$ cat config.mk
export PLATFORM = sky130hd
export DESIGN_NAME = seq_divider
export DESIGN_NICKNAME = d
export VERILOG_FILES = /design/src/rtl/seq_divider.sv
export SDC_FILE = /design/constraint.sdc
export NUM_CORES = 1
export LEC_CHECK = 0
export ABC_AREA = 1
export CAP_MARGIN = 5
export CORE_MARGIN = 2
export CORE_UTILIZATION = 30
export CTS_CLUSTER_DIAMETER = 80
export CTS_CLUSTER_SIZE = 12
export DETAILED_ROUTE_END_ITERATION = 6
export MAX_ROUTING_LAYER = met4
export PLACE_DENSITY_LB_ADDON = 0.05
export SYNTH_ARGS = -nofsm -noshare
export SYNTH_HDL_FRONTEND = slang
export SYNTH_SLANG_ARGS = --single-unit
$ cat constraint.sdc
create_clock -name clk -period 2.8 [get_ports clk]
set_input_delay 0.28 -clock clk [delete_from_list [all_inputs] [get_ports clk]]
set_output_delay 0.28 -clock clk [all_outputs]
set_load 0.01 [all_outputs]
$ cat src/rtl/seq_divider.sv
// Sequential restoring divider: 2*WIDTH-bit dividend / WIDTH-bit divisor -> WIDTH-bit quotient and remainder.
// One quotient bit per clock. Divide-by-zero and overflow resolve in one edge.
module seq_divider #(
  parameter int WIDTH = 8
) (
  input  logic               clk,
  input  logic               rst_n,
  input  logic               start,
  input  logic [2*WIDTH-1:0] dividend,
  input  logic [WIDTH-1:0]   divisor,
  output logic               busy,
  output logic               done,
  output logic [WIDTH-1:0]   quotient,
  output logic [WIDTH-1:0]   remainder,
  output logic               div_by_zero,
  output logic               overflow
);

  localparam int CW = $clog2(WIDTH + 1);

  typedef enum logic [1:0] {
    S_IDLE = 2'd0,
    S_RUN  = 2'd1,
    S_DONE = 2'd2
  } state_t;

  state_t           state_q, state_d;
  logic [CW-1:0]    cnt_q, cnt_d;
  logic [WIDTH-1:0] divisor_q, divisor_d;
  logic [WIDTH-1:0] part_q, part_d;
  logic [WIDTH-1:0] shreg_q, shreg_d;
  logic [WIDTH-1:0] quotient_q, quotient_d;
  logic [WIDTH-1:0] remainder_q, remainder_d;
  logic             dbz_q, dbz_d;
  logic             ovf_q, ovf_d;

  logic [WIDTH:0]   shifted;
  logic             ge;
  logic [WIDTH-1:0] part_next;

  // The partial remainder starts as the dividend high half; shreg feeds the low half in
  // MSB-first and collects quotient bits at its bottom.
  always_comb begin
    shifted   = {part_q, shreg_q[WIDTH-1]};
    ge        = (shifted >= {1'b0, divisor_q});
    part_next = ge ? (shifted[WIDTH-1:0] - divisor_q) : shifted[WIDTH-1:0];
  end

  always_comb begin
    state_d     = state_q;
    cnt_d       = cnt_q;
    divisor_d   = divisor_q;
    part_d      = part_q;
    shreg_d     = shreg_q;
    quotient_d  = quotient_q;
    remainder_d = remainder_q;
    dbz_d       = dbz_q;
    ovf_d       = ovf_q;

    unique case (state_q)
      S_IDLE: begin
        if (start) begin
          divisor_d = divisor;
          dbz_d     = 1'b0;
          ovf_d     = 1'b0;
          // Zero divisor is tested first: it would also pass the overflow compare.
          if (divisor == '0) begin
            dbz_d       = 1'b1;
            quotient_d  = '1;
            remainder_d = dividend[WIDTH-1:0];
            state_d     = S_DONE;
          end else if (dividend[2*WIDTH-1:WIDTH] >= divisor) begin
            ovf_d       = 1'b1;
            quotient_d  = '1;
            remainder_d = '0;
            state_d     = S_DONE;
          end else begin
            part_d  = dividend[2*WIDTH-1:WIDTH];
            shreg_d = dividend[WIDTH-1:0];
            cnt_d   = '0;
            state_d = S_RUN;
          end
        end
      end
      S_RUN: begin
        part_d  = part_next;
        shreg_d = {shreg_q[WIDTH-2:0], ge};
        cnt_d   = cnt_q + 1'b1;
        if (cnt_q == CW'(WIDTH - 1)) begin
          quotient_d  = {shreg_q[WIDTH-2:0], ge};
          remainder_d = part_next;
          state_d     = S_DONE;
        end
      end
      S_DONE: begin
        state_d = S_IDLE;
      end
      default: begin
        state_d = S_IDLE;
      end
    endcase
  end

  always_ff @(posedge clk) begin
    if (!rst_n) begin
      state_q     <= S_IDLE;
      cnt_q       <= '0;
      divisor_q   <= '0;
      part_q      <= '0;
      shreg_q     <= '0;
      quotient_q  <= '0;
      remainder_q <= '0;
      dbz_q       <= 1'b0;
      ovf_q       <= 1'b0;
    end else begin
      state_q     <= state_d;
      cnt_q       <= cnt_d;
      divisor_q   <= divisor_d;
      part_q      <= part_d;
      shreg_q     <= shreg_d;
      quotient_q  <= quotient_d;
      remainder_q <= remainder_d;
      dbz_q       <= dbz_d;
      ovf_q       <= ovf_d;
    end
  end

  assign busy        = (state_q == S_RUN);
  assign done        = (state_q == S_DONE);
  assign quotient    = quotient_q;
  assign remainder   = remainder_q;
  assign div_by_zero = dbz_q;
  assign overflow    = ovf_q;

  a_flags_exclusive: assert property (@(posedge clk) disable iff (!rst_n) !(dbz_q && ovf_q));
  a_busy_done_excl:  assert property (@(posedge clk) disable iff (!rst_n) !(busy && done));

endmodule
==> results of run 1 <==
layout by cell type (no fill, tap or decap), drive strengths merged, types with 2 or more instances in the layout:
master           n
a21oi           32
buf              3
clkbuf           5
clkdlybuf4s50   46
dfxtp           48
ha              17
inv             65
nand2          125
nand3           49
nand4           16
nor2            84
o21ai           13
o21bai           6
or2              2
xnor2            3
flip-flops by register name, summed over array words and instances (netlist names):
register / count
cnt_q: 4
div_by_zero: 1
divisor_q: 8
overflow: 1
part_q: 8
quotient: 8
remainder: 8
shreg_q: 8
state_q: 2
layout make-up:
type | instances | area [sq um]
fillers | 1155 | 6496
multi-input cells | 351 | 1858
flip-flops and latches | 48 | 960.9
repair buffers | 49 | 483.0
inverters | 64 | 240.2
well taps | 136 | 170.2
clock buffers | 5 | 68.82
clock inverters | 3 | 46.29
routing by layer:
| metal | track usage | up-vias | part of all wire |
|---|---|---|---|
| met5 | - | - | 0 |
| met4 | 0.04360 | 0 | 0.017 |
| met3 | 0.02432 | 13 | 0.028 |
| met2 | 0.2703 | 64 | 0.46 |
| met1 | 0.2220 | 1375 | 0.49 |
| li1 | - | 1607 | - |
power by group:
part | internal (W) | total [W] | switching [W] | leakage, nW
Sequential | 0.000806 | 0.000890 | 0.0000842 | 0.397
Clock | 0.000270 | 0.000532 | 0.000262 | 0.0548
Combinational | 0.000488 | 0.00127 | 0.000786 | 1.39
per-stage QoR:
stage,power [W],hold slack [ns]
2_1_floorplan,0.001842,0.4149
3_5_place_dp,0.002191,0.4657
5_1_grt,0.002931,0.5120
3_3_place_gp,0.002187,0.4628
4_1_cts,0.002733,0.4866
6_report,0.002696,0.4780
kinds of logic after synthesis:
logic type / synth area share
AND/OR/NAND/NOR: 0.4125
buffers and inverters: 0.1175
AO/OA/AOI/OAI: 0.08813
flip-flops: 0.3008
adder cells (fa/ha/maj): 0.07285
XOR/XNOR: 0.008227
worst max-delay path by stage:
stage	from	endpoint	slack (ns)
global placement	dividend[8]	remainder[5]	0.33
detailed placement	divisor[5]	cnt_q[0]	0.30
finish	state_q[0]	busy	0.60
floorplan	shreg_q[7]	remainder[6]	1.15
CTS	state_q[0]	busy	0.57
global route	divisor[5]	part_q[2]	0.37
tightest hold or removal path: stages, from the launching register on:
cell	delay, ns
dfxtp_1	0.32
nand2_1	0.06
a21oi_1	0.06
==> impl_metrics.csv, run 1 <==
group,metric,value,unit
critical_path,crit_buf_inv,3,
critical_path,r2r-start,"shreg_q[7]",
clocking,path_clk_slew,0.10,ns
global_route,globalRouteTotalUtil,0.1682,
logic_synthesis,synth-main-ff-cell,"dfxtp_1",
clocking,clock_sinks,48,
power,powerDensity,704.3,nW/um^2
critical_path,worstSetupPathType,"reg2out",
logic_synthesis,syn_avg_cell_area,6.641,sq um
layout,drive_above_1_share,0.07885,
layout,areaGrowthSynthToFinish,19.82,%
run,drv_cap,0,
logic_synthesis,yosys-top-cells-count,"118 x nand2_1, 77 x nor2_1, 63 x inv_1, 48 x dfxtp_1, 39 x nand3_1",
hold_path,holdPathEnd,"overflow",
route,first_pass_iters,6,
critical_path,slowest_stage,"clkdlybuf4s50_1",
critical_path,worstPathArrival,1.92,ns
route,drt_wl_total,8864,um
power,ir_drop,239.0,uV
layout,stdcell_area,3827,sq um
route,routedWlPerCell,13.51,um
clocking,cts_tree,"yes",
floorplanning,io_pins,47,
placement,placed_area,3712,sq um
placement,dp_cells,648,
critical_path,crit_family,"buffers and inverters",
sta,finalMaxSlewViolations,0,
placement,io_buffers,46,
critical_path,r2r_end,"part_q[6]",
global_route,grt_pass1_wl,14790,um
logic_synthesis,post-synth-top-count-cell,"nand2_1",
global_route,overflow,0,
sta,hold_viol,0,
hold_path,hold_path.class,"reg2reg",
logic_synthesis,synth_area_leader_cell,"dfxtp_1",
clocking,clkLatencyLatePin,0.31,ns
critical_path,path_depth,4,
placement,routabilityCongestion,0.8209,
sta,fin_crit_sh,0.7843,
global_route,grt_antenna_before_repair,0,
clocking,htreeDepth,2,
route,drt_iter0_markers,138,
placement,dp_hpwl,6861,um
power,leakagePower,1.846,nW
layout,utilization,0.3707,
critical_path,cp_max_fo,13,
critical_path,cp_cell_sequence,"inv_1 > nor2_2 > buf_4 > clkdlybuf4s50_1",
layout,nets,564,
sta,max_freq,0.4554,GHz
placement,preCtsSetupSlack,0.2959,ns
sta,final.min_clock_period,2.196,ns
floorplanning,die_h,107.2,um
route,vias,3059,
logic_synthesis,yosysWarnings,0,
clocking,cts_buffer_depth,2,
sta,tns,0,ns
sta,maxSlewHeadroom,0.5335,
logic_synthesis,synthArstFlopShare,0,
floorplanning,rows,37,
logic_synthesis,ys_types,33,
critical_path,max_stage_delay,0.56,ns
route,ant_nets,0,
floorplanning,coreArea,10320,sq um
clocking,root_buffer,"clkbuf_8",
run_status,outcome,"complete, no violations",
sta,setup_violations,0,
logic_synthesis,netlist_instances,481,
layout,final-instance-count-excl-fill,656,
critical_path,worstPathRequired,2.52,ns
logic_synthesis,synth_edf_count,0,
route,avgViaCountPerCell,4.663,
layout,diodes,0,
critical_path,cp-end-kind,"primary output",
route,drc,0,
clocking,cts_buffers,5,
sta,rsz0062_at_grt,"no",
hold_path,hold_depth,2,
sta,worstMarginPinSlew,0.6990,ns
logic_synthesis,synth-seq-cells,48,
critical_path,cp-start-kind,"flip-flop",
sta,setup_slack,0.6040,ns
logic_synthesis,synthesis.nets,526,
critical_path,rrSetupSlack,0.80,ns
logic_synthesis,ys_seq_area_frac,0.3008,
global_route,grt_max_degree,42,
floorplanning,die_w,107.2,um
logic_synthesis,synth_area_leaders,"dfxtp_1 30%, nand2_1 14%, nor2_1 9.0%",
logic_synthesis,yosys.area.top_type_share,0.3008,
clocking,postCtsSetupRepairBufs,0,
floorplanning,die_area,11490,sq um
global_route,grt_pass1_vias,2918,
sta,worst_clock_skew,0.01041,ns
hold_path,hp-start,"overflow",
clocking,hold_buffers,0,
clocking,cts_resized,0,
logic_synthesis,syn_area,3194,sq um
critical_path,r2r_cells,12,
floorplanning,initial_core_util,0.3094,
No activity file was read; power rests on OpenSTA's default activity.
==> run 2: changes to the inputs <==
==> constraint.sdc (replaced) <==
create_clock -name clk -period 2.2 [get_ports clk]
set_input_delay 0.22 -clock clk [delete_from_list [all_inputs] [get_ports clk]]
set_output_delay 0.22 -clock clk [all_outputs]
set_load 0.01 [all_outputs]
==> run 2 against run 1 <==
Compared with the run above:
- register-to-register slack got worse by 0.61 ns
- critical path depth did not move
- routed wire length decreased by 1.7%
- hold slack better by 0.010 ns
- cell area is 2.0% higher
- core utilization rose by 0.74 points
- critical path type unchanged
- critical endpoint unchanged
==> impl_metrics.csv, run 2 (synthesized netlist as in run 1, its figures left out) <==
group,metric,value,unit
route,routedWlPerCell,13.16,um
layout,final-instance-count-excl-fill,662,
hold_path,hold_path.class,"reg2reg",
clocking,clock_sinks,48,
floorplanning,coreArea,10320,sq um
layout,areaGrowthSynthToFinish,22.21,%
sta,worstMarginPinSlew,0.7340,ns
layout,nets,570,
run,drv_cap,0,
global_route,globalRouteTotalUtil,0.1668,
layout,drive_above_1_share,0.08935,
floorplanning,io_pins,47,
route,drt_wl_total,8710,um
route,drt_iter0_markers,118,
clocking,cts_tree,"yes",
global_route,grt_pass1_wl,14700,um
clocking,path_clk_slew,0.10,ns
power,powerDensity,888.8,nW/um^2
clocking,postCtsSetupRepairBufs,0,
route,drc,0,
critical_path,slowest_stage,"clkdlybuf4s50_1",
sta,setup_violations,0,
placement,dp_hpwl,6660,um
placement,routabilityCongestion,0.8686,
sta,setup_slack,0.1209,ns
critical_path,worstPathArrival,1.86,ns
sta,hold_viol,0,
critical_path,cp-start-kind,"flip-flop",
placement,preCtsSetupSlack,-0.08922,ns
clocking,hold_buffers,0,
clocking,htreeDepth,2,
floorplanning,die_h,107.2,um
critical_path,cp_max_fo,25,
floorplanning,die_area,11490,sq um
global_route,grt_pass1_vias,2983,
layout,final_common_cell,"nand2_1",
floorplanning,rows,37,
sta,maxSlewHeadroom,0.5101,
layout,final_cell_mix,"118 x nand2_1, 77 x nor2_1, 63 x inv_1",
power,leakagePower,1.890,nW
route,vias,3029,
route,avgViaCountPerCell,4.576,
critical_path,critPathLaunch,"state_q[0]",
clocking,cts_buffer_depth,2,
sta,rsz0062_at_grt,"no",
critical_path,worstSetupPathType,"reg2out",
placement,dp_cells,654,
floorplanning,initial_core_util,0.3094,
critical_path,max_stage_delay,0.56,ns
sta,final.min_clock_period,2.079,ns
clocking,root_buffer,"clkbuf_8",
sta,finalMaxSlewViolations,0,
route,ant_nets,0,
hold_path,hp-start,"cnt_q[1]",
critical_path,worstPathRequired,1.98,ns
global_route,grt_antenna_before_repair,0,
critical_path,cp-end-kind,"primary output",
sta,max_freq,0.4810,GHz
run_status,outcome,"complete, no violations",
power,ir_drop,316.8,uV
route,first_pass_iters,4,
placement,io_buffers,46,
layout,diodes,0,
floorplanning,die_w,107.2,um
clocking,clkLatencyLatePin,0.31,ns
clocking,cts_resized,0,
critical_path,cp_cell_sequence,"inv_1 > nor2_2 > buf_12 > clkdlybuf4s50_1",
global_route,grt_max_degree,41,
sta,worst_clock_skew,0.01124,ns
critical_path,r2r-start,"divisor_q[6]",
clocking,cts_buffers,5,
sta,fin_crit_sh,0.9450,
global_route,overflow,0,
run 2: changes by cell type in the layout (fill, tap and decap cells not counted), sizes merged:
cell	previous run	this run
buf	3	9
clkbuf	5	6
clkinv	0	1
clkinvlp	1	0
inv	65	64
run 2: path summary, 6_finish.rpt:
path | to | slack [ns] | depth (start not counted)
max | busy | 0.12 | 4
max reg2reg | remainder[2] | 0.19 | 12
min | cnt_q[1] | 0.49 | 2
min reg2reg | cnt_q[1] | 0.49 | 2
run 2: critical path: cells and delay by family (launching register included):
| kind | cells | cell delay, ns |
|---|---|---|
| flip-flops | 1 | 0.41 |
| buffers and inverters | 3 | 0.86 |
| AND/OR/NAND/NOR | 1 | 0.28 |
run 2: area by class of cell:
cell class / count / area (sq um)
inverters: 64 / 240.2
repair buffers: 55 / 553.0
well taps: 136 / 170.2
fillers: 1175 / 6420
multi-input cells: 351 / 1858
flip-flops and latches: 48 / 960.9
clock inverters: 2 / 38.79
clock buffers: 6 / 82.58
run 2: report_power, final:
part	internal, W	switching, W	total (W)
Combinational	0.000653	0.00100	0.00165
Sequential	0.00103	0.0000987	0.00112
Clock	0.000372	0.000318	0.000690
Total	0.00205	0.00142	0.00347
run 2: per-stage QoR:
| stage | utilization | setup TNS, ns | area, sq um | power [W] | hold WS [ns] |
|---|---|---|---|---|---|
| global route | 0.3781 | 0 | 3904 | 0.003789 | 0.5077 |
| detailed placement | 0.3664 | -0.1370 | 3782 | 0.002815 | 0.4649 |
| floorplan | - | 0 | 3194 | 0.002345 | 0.3549 |
| CTS | 0.3781 | 0 | 3904 | 0.003512 | 0.4883 |
| global placement | 0.3664 | -0.03848 | 3782 | 0.002808 | 0.4655 |
| finish | 0.3781 | 0 | 3904 | 0.003470 | 0.4882 |
run 2: routing by layer:
metal  vias to the layer above  part of all wire  GRT usage
met5                         -                 0          -
met4                         0             0.027    0.06030
met1                      1331              0.50     0.2221
li1                       1614                 -          -
met3                        19             0.036    0.02249
met2                        65              0.44     0.2586
==> run 3: changes to the inputs <==
--- a/config.mk
+++ b/config.mk
@@ -8,7 +8,7 @@
 export ABC_AREA = 1
 export CAP_MARGIN = 5
 export CORE_MARGIN = 2
-export CORE_UTILIZATION = 30
+export CORE_UTILIZATION = 38
 export CTS_CLUSTER_DIAMETER = 80
 export CTS_CLUSTER_SIZE = 12
 export DETAILED_ROUTE_END_ITERATION = 6
==> run 3 against run 2 <==
Compared with the run above:
- clock power is 2% lower
- sequential share of layout area is 0.39 points higher
- critical path depth is 6 higher
- highest routed layer unchanged
- die area is 20% lower
- largest power group unchanged
- sequential power hardly changed
- via count hardly changed
==> impl_metrics.csv, run 3 (synthesized netlist as in run 1, its figures left out) <==
group,metric,value,unit
run_status,outcome,"complete, no violations",
hold_path,hold_path.class,"reg2reg",
global_route,grt_pass1_wl,14030,um
critical_path,cp_max_fo,3,
global_route,grt_pass1_vias,2966,
route,routedWlPerCell,13.28,um
sta,hold_viol,0,
route,avgViaCountPerCell,4.796,
sta,finalMaxSlewViolations,0,
critical_path,cp-end-kind,"flip-flop",
route,vias,3031,
route,ant_nets,0,
critical_path,r2r_cells,10,
global_route,grt_antenna_before_repair,0,
critical_path,rrSetupSlack,0.23,ns
layout,regArea,960.9,sq um
layout,final_cell_mix,"118 x nand2_1, 77 x nor2_1, 63 x inv_1",
power,clkPwrFrac,0.197,
placement,preCtsSetupSlack,-0.009362,ns
floorplanning,die_h,95.69,um
floorplanning,coreArea,8175,sq um
critical_path,critPathLaunch,"shreg_q[7]",
power,power,0.003444,W
power,switching_share,0.4162,
route,drt_iter0_markers,123,
clocking,clkLatencyLatePin,0.31,ns
critical_path,worstSetupPathType,"reg2reg",
global_route,overflow,0,
global_route,globalRouteTotalUtil,0.2032,
sta,worst_clock_skew,0.008068,ns
global_route,grt_max_degree,28,
layout,nets,571,
placement,routabilityCongestion,0.8927,
clocking,cts_buffer_depth,2,
placement,placed_area,3726,sq um
route,drt_wl_total,8394,um
clocking,postCtsSetupRepairBufs,0,
clocking,cts_tree,"yes",
floorplanning,die_w,95.69,um
critical_path,worstPathRequired,2.45,ns
layout,stdcell_area,3842,sq um
clocking,cts_buffers,5,
placement,io_buffers,46,
layout,drive_above_1_share,0.09108,
hold_path,hp-start,"quotient[2]",
critical_path,r2r_end,"remainder[4]",
sta,final.min_clock_period,1.974,ns
layout,diodes,0,
sta,setup_slack,0.2260,ns
power,leakagePower,1.884,nW
power,internal_power,0.002010,W
clocking,cts_resized,0,
power,powerDensity,896.3,nW/um^2
layout,final_common_cell,"nand2_1",
clocking,htreeDepth,2,
sta,max_freq,0.5066,GHz
route,first_pass_iters,4,
power,power_frac_seq,0.326,
hold_path,hold_depth,2,
power,ir_drop,441.3,uV
critical_path,r2r-start,"shreg_q[7]",
placement,dp_cells,624,
floorplanning,rows,33,
placement,dp_hpwl,6411,um
floorplanning,io_pins,47,
power,switchingPower,0.001433,W
floorplanning,die_area,9156,sq um
layout,multiInputGateArea,1858,sq um
route,drc,0,
clocking,root_buffer,"clkbuf_8",
run,drv_cap,0,
critical_path,worstPathArrival,2.23,ns
sta,rsz0062_at_grt,"no",
sta,maxSlewHeadroom,0.5316,
layout,areaGrowthSynthToFinish,20.29,%
layout,fillCellCount,875,
sta,hold_ws,0.4885,ns
sta,fin_crit_sh,0.8973,
clocking,clock_sinks,48,
clocking,path_clk_slew,0.10,ns
hold_path,holdPathEnd,"quotient[2]",
sta,setup_violations,0,
clocking,hold_buffers,0,
floorplanning,initial_core_util,0.3907,
sta,worstMarginPinSlew,0.7019,ns
critical_path,cp-start-kind,"flip-flop",
layout,final-instance-count-excl-fill,632,
power,comb_power_share,0.477,
[run 3: cell count changes in the layout (fill, tap and decap cells not counted), sizes merged]
cell    previous run  this run
buf                9        10
clkinv             1         2
clkbuf             6         5
[run 3: through the flow]
stage / util / TNS, ns
3_5_place_dp: 0.4558 / -0.009362
4_1_cts: 0.4700 / 0
3_3_place_gp: 0.4558 / 0
5_1_grt: 0.4700 / 0
2_1_floorplan: - / 0
6_report: 0.4700 / 0
[run 3: cell type report]
| type | instances | area share |
|---|---|---|
| Clock buffer | 5 | 0.01791 |
| Clock inverter | 3 | 0.01237 |
| Inverter | 64 | 0.06252 |
| Multi-Input combinational cell | 351 | 0.4836 |
| Sequential cell | 48 | 0.2501 |
| Tap cell | 105 | 0.03419 |
| Timing Repair Buffer | 56 | 0.1394 |
[run 3: power by group through the flow]
stage / registers (W) / logic, W / clock network, W
after floorplan: 0.00115 / 0.00119 / 0
after global routing: 0.00114 / 0.00187 / 0.000731
after detailed placement: 0.00114 / 0.00165 / 0
after CTS: 0.00113 / 0.00166 / 0.000696
final: 0.00112 / 0.00164 / 0.000678
after global placement: 0.00114 / 0.00163 / 0
[run 3: how the worst max path moves through the flow]
stage                         endpoint  slack (ns)  depth (start not counted)
after global placement       part_q[7]        0.02                         11
after floorplan           remainder[6]        0.55                         11
after CTS                 remainder[4]        0.21                         10
after global routing      remainder[6]        0.05                         12
final                     remainder[4]        0.23                         10
after detailed placement     part_q[1]      -0.009                         13
[run 3: critical path, stage by stage (launching register included)]
cell,delay [ns]
dfxtp_1,0.37
inv_1,0.07
ha_1,0.22
fa_1,0.43
nor2_1,0.20
nor2_1,0.08
xnor2_1,0.21
nand3_2,0.11
nand3_1,0.09
nor2_1,0.05
nor2_1,0.09
[run 3: routing by layer]
metal / track usage / part of all wire / routed length [um] / vias to the layer above
li1: - / - / - / 1612
met1: 0.2752 / 0.51 / 4274 / 1356
met2: 0.3193 / 0.45 / 3738 / 56
met3: 0.02846 / 0.036 / 304 / 7
met4: 0.05119 / 0.0091 / 76 / 0
met5: - / 0 / 0 / -
==> variant 1 (settings of run 1) <==
Add an input register stage for `divisor`, with the module's reset; this delays it by one clock. The other inputs are not delayed to match.
--- a/src/rtl/seq_divider.sv
+++ b/src/rtl/seq_divider.sv
@@ -24,4 +24,14 @@
     S_DONE = 2'd2
   } state_t;
+
+  logic [WIDTH-1:0] divisor_r;
+
+  always_ff @(posedge clk) begin
+    if (!rst_n) begin
+      divisor_r <= '0;
+    end else begin
+      divisor_r <= divisor;
+    end
+  end
 
   state_t           state_q, state_d;
@@ -61,14 +71,14 @@
       S_IDLE: begin
         if (start) begin
-          divisor_d = divisor;
+          divisor_d = divisor_r;
           dbz_d     = 1'b0;
           ovf_d     = 1'b0;
           // Zero divisor is tested first: it would also pass the overflow compare.
-          if (divisor == '0) begin
+          if (divisor_r == '0) begin
             dbz_d       = 1'b1;
             quotient_d  = '1;
             remainder_d = dividend[WIDTH-1:0];
             state_d     = S_DONE;
-          end else if (dividend[2*WIDTH-1:WIDTH] >= divisor) begin
+          end else if (dividend[2*WIDTH-1:WIDTH] >= divisor_r) begin
             ovf_d       = 1'b1;
             quotient_d  = '1;
Behaviour: not the same (Yosys sat finds a counterexample within 4 cycles, from zero or initial values and one cycle with rst_n low).
==> variant 1 against run 1 <==
Critical path type is now reg2reg; final cell count rose by 6.3%; clock skew fell by 0.0021 ns; setup slack improved by 0.038 ns; wire length fell by 0.99%; cell area rose by 5.1%; global-route usage fell by 0.12 points; largest cell class unchanged; power rose by 2.7%; sequential cell count rose by 8; area after synthesis rose by 3.4%; critical path depth rose by 8.
==> variant 1: results (changes against run 1) <==
Run status
  • Run status: completed

Routing
  • Post-Route M1 WL: 4430 um (+1.8%)
  • 1st-iter DRT viols: 142 (+2.9%)
  • Drt drc: 0 (unchanged)
  • Routed met2 length: 3770 um (-8.4%)
  • Final wirelength: 8780 um (-0.99%)
  • Via density: 4.50 (-3.5%)
  • Met3 WL: 380 um (+56%)
  • Pre-antenna DRT Iters: 5 (-1)

Final layout
  • Layout cells sized above 1: 6.64% (-1.2 points)
  • Final nets: 601 (+6.6%)
  • Filler Cells Inserted: 1176 (+1.8%)

CTS
  • CTS buffer count: 5 (unchanged)
  • H-tree depth: 2 (unchanged)

Critical path
  • Setup slack, reg-to-reg: 0.64 ns (-0.16 ns)
  • Worst Path Max Fanout: 9 (-4)
  • R2r endpoint: remainder[5]$_SDFFE_PN0P_
  • Crit path DAT: 2.39 ns (+0.47 ns)
  • R2r startpoint: divisor_q[2]$_SDFFE_PN0P_

Global routing
  • Vias in the first global route: 2912 (-0.21%)
  • Largest net degree at the start of global routing: 32 (-24%)
  • Initial antenna violation count: 0 (unchanged)
  • GRT Overall Usage: 16.7% (-0.12 points)
  • First-pass GRT wire length: 14800 um (about the same)

Synthesis
  • Sequential area share after synthesis: 33.9% (+3.9 points)
  • Area contributors post-synth: dfxtp_1, nand2_1, inv_1, nor2_1, nand3_1
  • Post-synth cell types: 30 (-9.1%)
  • Syn_nets: 559 (+6.3%)

Timing
  • Fin Clk Skew: 0.00828 ns (-0.00214 ns)
  • Worst-Margin Slew: 0.579 ns (-0.120 ns)

Placement
  • DPL Wire Length: 6850 um (-0.19%)
  • Placed cell areas: 0.00391 mm^2 (+5.3%)
  • Routability Congestion: 0.822 (about the same)

Power and ir drop
  • Leak Pwr: 1.93 nW (+4.8%)
  • Pwr/cell area: 688 mW/mm^2 (-2.3%)
  • Worst vdd ir: 0.230 mV (-3.8%)

Worst hold path
  • Worst min-delay path endpoint: shreg_q[6]$_SDFFE_PN0P_
  • Hold Startpoint: shreg_q[6]$_SDFFE_PN0P_
  • Worst hold path class: reg2reg

Floorplan
  • Core area: 0.0108 mm^2 (+4.5%)
variant 1: cell count changes after synthesis, moves of 7 or more:
cell	delta
nand2_1	+11
clkbuf_1	+9
o21ai_0	+7
nand2_2	+7
inv_1	+13
nand3_1	+13
nand3_2	-10
dfxtp_1	+8
variant 1: how the worst max path moves through the flow:
| stage | cells after the start | from | endpoint |
|---|---|---|---|
| floorplan | 10 | divisor_r[7]$_SDFF_PN0_ | cnt_q[0]$_SDFFE_PN0P_ |
| global placement | 9 | dividend[15] | quotient[0]$_SDFFE_PN0P_ |
| detailed placement | 9 | dividend[15] | quotient[2]$_SDFFE_PN0P_ |
| CTS | 12 | divisor_q[2]$_SDFFE_PN0P_ | part_q[3]$_SDFFE_PN0P_ |
| global route | 12 | divisor_q[2]$_SDFFE_PN0P_ | remainder[1]$_SDFFE_PN0P_ |
| finish | 12 | divisor_q[2]$_SDFFE_PN0P_ | remainder[5]$_SDFFE_PN0P_ |
variant 1: critical path, cell delays in order (launching register included):
cell and delay, ns:
dfxtp_1 0.32, inv_1 0.05, ha_1 0.39, nand2_1 0.10, nand2_1 0.07, nand2_1 0.10, nand2_1 0.06, nand2_1 0.05
nand4_1 0.38, nand3_1 0.23, nand2_1 0.12, nor2_1 0.15, nor2_1 0.05
variant 1: final cells by class:
| cell class | instances | share of cell area (%) |
|---|---|---|
| clock buffers | 5 | 1.71 |
| multi-input cells | 360 | 44.8 |
| flip-flops and latches | 56 | 27.9 |
| inverters | 80 | 7.47 |
| well taps | 140 | 4.36 |
| repair buffers | 53 | 12.8 |
| clock inverters | 3 | 1.06 |
variant 1: per-layer routing:
layer	vias to the layer above	GRT usage, %
li1	1696	-
met3	11	2.75
met5	-	-
met2	70	25.2
met1	1360	22.6
met4	0	5.59
variant 1: cells by family (layout without fill, tap and decap cells):
| group | after synthesis | count (layout) | synth area share, % |
|---|---|---|---|
| AO/OA/AOI/OAI | 48 | 48 | 7.54 |
| AND/OR/NAND/NOR | 291 | 291 | 39.1 |
| adder cells (fa/ha/maj) | 18 | 18 | 7.05 |
| XOR/XNOR | 3 | 3 | 0.796 |
| flip-flops | 56 | 56 | 33.9 |
| buffers and inverters | 98 | 141 | 11.6 |
variant 1: stage by stage:
stage          worst slack [ns]  hold WS, ns  total power (W)  std cells
2_1_floorplan              1.05        0.378          0.00185        514
3_3_place_gp              0.341        0.448          0.00225        689
3_5_place_dp              0.318        0.454          0.00224        689
4_1_cts                   0.644        0.461          0.00281        697
5_1_grt                   0.418        0.477          0.00303        697
6_report                  0.642        0.473          0.00277        697
variant 1: power by group:
part | switching [W] | internal, W | leakage, nW
Sequential | 0.0000635 | 0.000916 | 0.462
Clock | 0.000292 | 0.000266 | 0.0541
Combinational | 0.000758 | 0.000472 | 1.42
Total | 0.00111 | 0.00165 | 1.93
==> variant 2 (config.mk and constraints of run 1) <==
Made on the original files. `WIDTH`: 8 -> 4.
--- a/src/rtl/seq_divider.sv
+++ b/src/rtl/seq_divider.sv
@@ -2,5 +2,5 @@
 // One quotient bit per clock. Divide-by-zero and overflow resolve in one edge.
 module seq_divider #(
-  parameter int WIDTH = 8
+  parameter int WIDTH = 4
 ) (
   input  logic               clk,
Ports: changed (resized dividend, divisor, quotient and remainder); port bits go from 47 to 27. The function was not compared with the original's and may differ.
==> variant 2 against run 1 <==
Power down 53%; critical path type unchanged; clock power is 56% lower; die area down 45%; wire length down 53%; sequential cell count fell by 21; final cell count fell by 47%; setup slack gained 0.10 ns; clock skew down 0.0036 ns; sequential share of layout area grew 1.4 points; largest power group unchanged; area after synthesis is 47% lower; cell area down 47%.
==> variant 2: results (changes against run 1) <==
Power and ir drop
  • Worst vdd ir: 0.206 mV (-14%)
  • Net Sw Frac: 40.0% (-2.0 points)
  • Leak Pwr: 0.996 nW (-46%)

Placement
  • Dpl ws: 0.611 ns (+0.315 ns)
  • Placed cell areas: 0.00199 mm^2 (-46%)
  • DPL Wire Length: 3180 um (-54%)
  • Routability Congestion: 0.813 (-1.0%)
  • Port buffer count: 26 (-43%)

Global routing
  • GRT Overall Usage: 14.9% (-2.0 points)
  • Vias in the first global route: 1482 (-49%)
  • First-pass GRT wire length: 7180 um (-51%)
  • Largest net degree at the start of global routing: 21 (-50%)
  • Initial antenna violation count: 0 (unchanged)

Critical path
  • Setup slack, reg-to-reg: 1.07 ns (+0.27 ns)
  • R2r startpoint: divisor_q[2]$_SDFFE_PN0P_
  • Worst Path Max Fanout: 20 (+7)
  • Largest stage delay, worst path: 0.57 ns
  • R2R depth: 10 (-2)
  • CP Launch Point: state_q[1]$_SDFFE_PN0P_
  • Slowest CP cell: clkdlybuf4s50_1
  • Crit path DAT: 1.81 ns (-0.11 ns)
  • Critical Path End: busy
  • R2r endpoint: remainder[2]$_SDFFE_PN0P_

Synthesis
  • Sequential area share after synthesis: 31.7% (+1.6 points)
  • Async S/R FF share, synth: 0% (unchanged)
  • YS warnings: 0 (unchanged)
  • Yosys top cell area share: 31.7% (+1.6 points)
  • Syn_nets: 279 (-47%)
  • Post-synth cell types: 23 (-30%)
  • Top cells by count, synth: nand2_1, inv_1, nor2_1, dfxtp_1, nand3_1
  • Area contributors post-synth: dfxtp_1, nand2_1, inv_1, nor2_1, ha_1

Final layout
  • Layout cells sized above 1: 7.94% (+0.058 points)
  • Diodes inserted: 0 (unchanged)
  • Final nets: 304 (-46%)
  • Filler Cells Inserted: 627 (-46%)

CTS
  • Postcts setup bufs: 0 (unchanged)
  • PostCTS Resize Cnt: 0 (unchanged)
  • CTS buffer count: 3 (-2)
  • H-tree depth: 1 (-1)
  • CTS max path bufs: 2 (unchanged)
  • CTS clock-pin slew for the worst setup and hold paths: 0.10 ns (about the same)
  • Clk_lat worst skew: 0.28 ns (-0.03 ns)
  • Clock Tree Root: clkbuf_8

Worst hold path
  • Hold Startpoint: quotient[3]$_SDFFE_PN0P_
  • Worst hold path class: reg2reg

Timing
  • Fin Clk Skew: 0.00685 ns (-0.00357 ns)
  • Worst-Margin Slew: 0.394 ns (-0.305 ns)
  • Tmin final: 2.09 ns (-0.104 ns)

Run status
  • Run status: completed

Routing
  • 1st-iter DRT viols: 50 (-64%)
  • Via density: 4.44 (-4.7%)
  • Pre-antenna DRT Iters: 4 (-2)
  • WL/cell: 11.9 um (-12%)
## variant 2: worst min-delay path by stage
stage	endpoint	slack, ns	cells past startpoint
floorplan	divisor_q[1]$_SDFFE_PN0P_	0.42	2
global placement	quotient[1]$_SDFFE_PN0P_	0.44	2
detailed placement	quotient[3]$_SDFFE_PN0P_	0.44	2
CTS	quotient[3]$_SDFFE_PN0P_	0.46	2
global route	quotient[1]$_SDFFE_PN0P_	0.48	2
finish	quotient[3]$_SDFFE_PN0P_	0.45	2
## variant 2: critical path, delay by kind of cell (launching register included)
kind          cells  cell delay [ns]
flops             1             0.36
buf+inv           3             0.92
simple gates      1             0.24
## variant 2: cells by family after synthesis
kind of cell	synth area share, %
buffers and inverters	13.1
xor gates and xnor gates	0.514
and+or+nand+nor	38.6
DFF	31.7
adders and majority gates	8.52
AOI/OAI and AO/OA	7.49
## variant 2: through the flow
stage | cells | power [W]
6_report | 349 | 0.00128
5_1_grt | 349 | 0.00140
4_1_cts | 349 | 0.00130
3_5_place_dp | 345 | 0.00106
3_3_place_gp | 345 | 0.00107
2_1_floorplan | 253 | 0.000899
## variant 2: power groups by stage
stage | clock [W] | sequential, W | combinational [W]
after floorplan | 0 | 0.000504 | 0.000396
after global placement | 0 | 0.000499 | 0.000567
after detailed placement | 0 | 0.000498 | 0.000562
after CTS | 0.000248 | 0.000489 | 0.000565
after global routing | 0.000266 | 0.000497 | 0.000641
final | 0.000233 | 0.000487 | 0.000557
## variant 2: layout make-up
class,instances,area (um^2),area share (%)
well taps,72,90.1,4.42
multi-input cells,179,940,46.1
flip-flops and latches,27,541,26.5
clock buffers,3,41.3,2.02
inverters,40,155,7.61
repair buffers,27,268,13.1
clock inverters,1,5.00,0.245
## variant 2: per-layer routing
| layer | vias to the layer above | share of wire, % | track usage (%) |
|---|---|---|---|
| met5 | - | 0 | - |
| met4 | 0 | 0.58 | 3.62 |
| met3 | 2 | 2.5 | 1.92 |
| met2 | 19 | 47 | 24.4 |
| met1 | 688 | 50 | 19.5 |
| li1 | 842 | - | - |
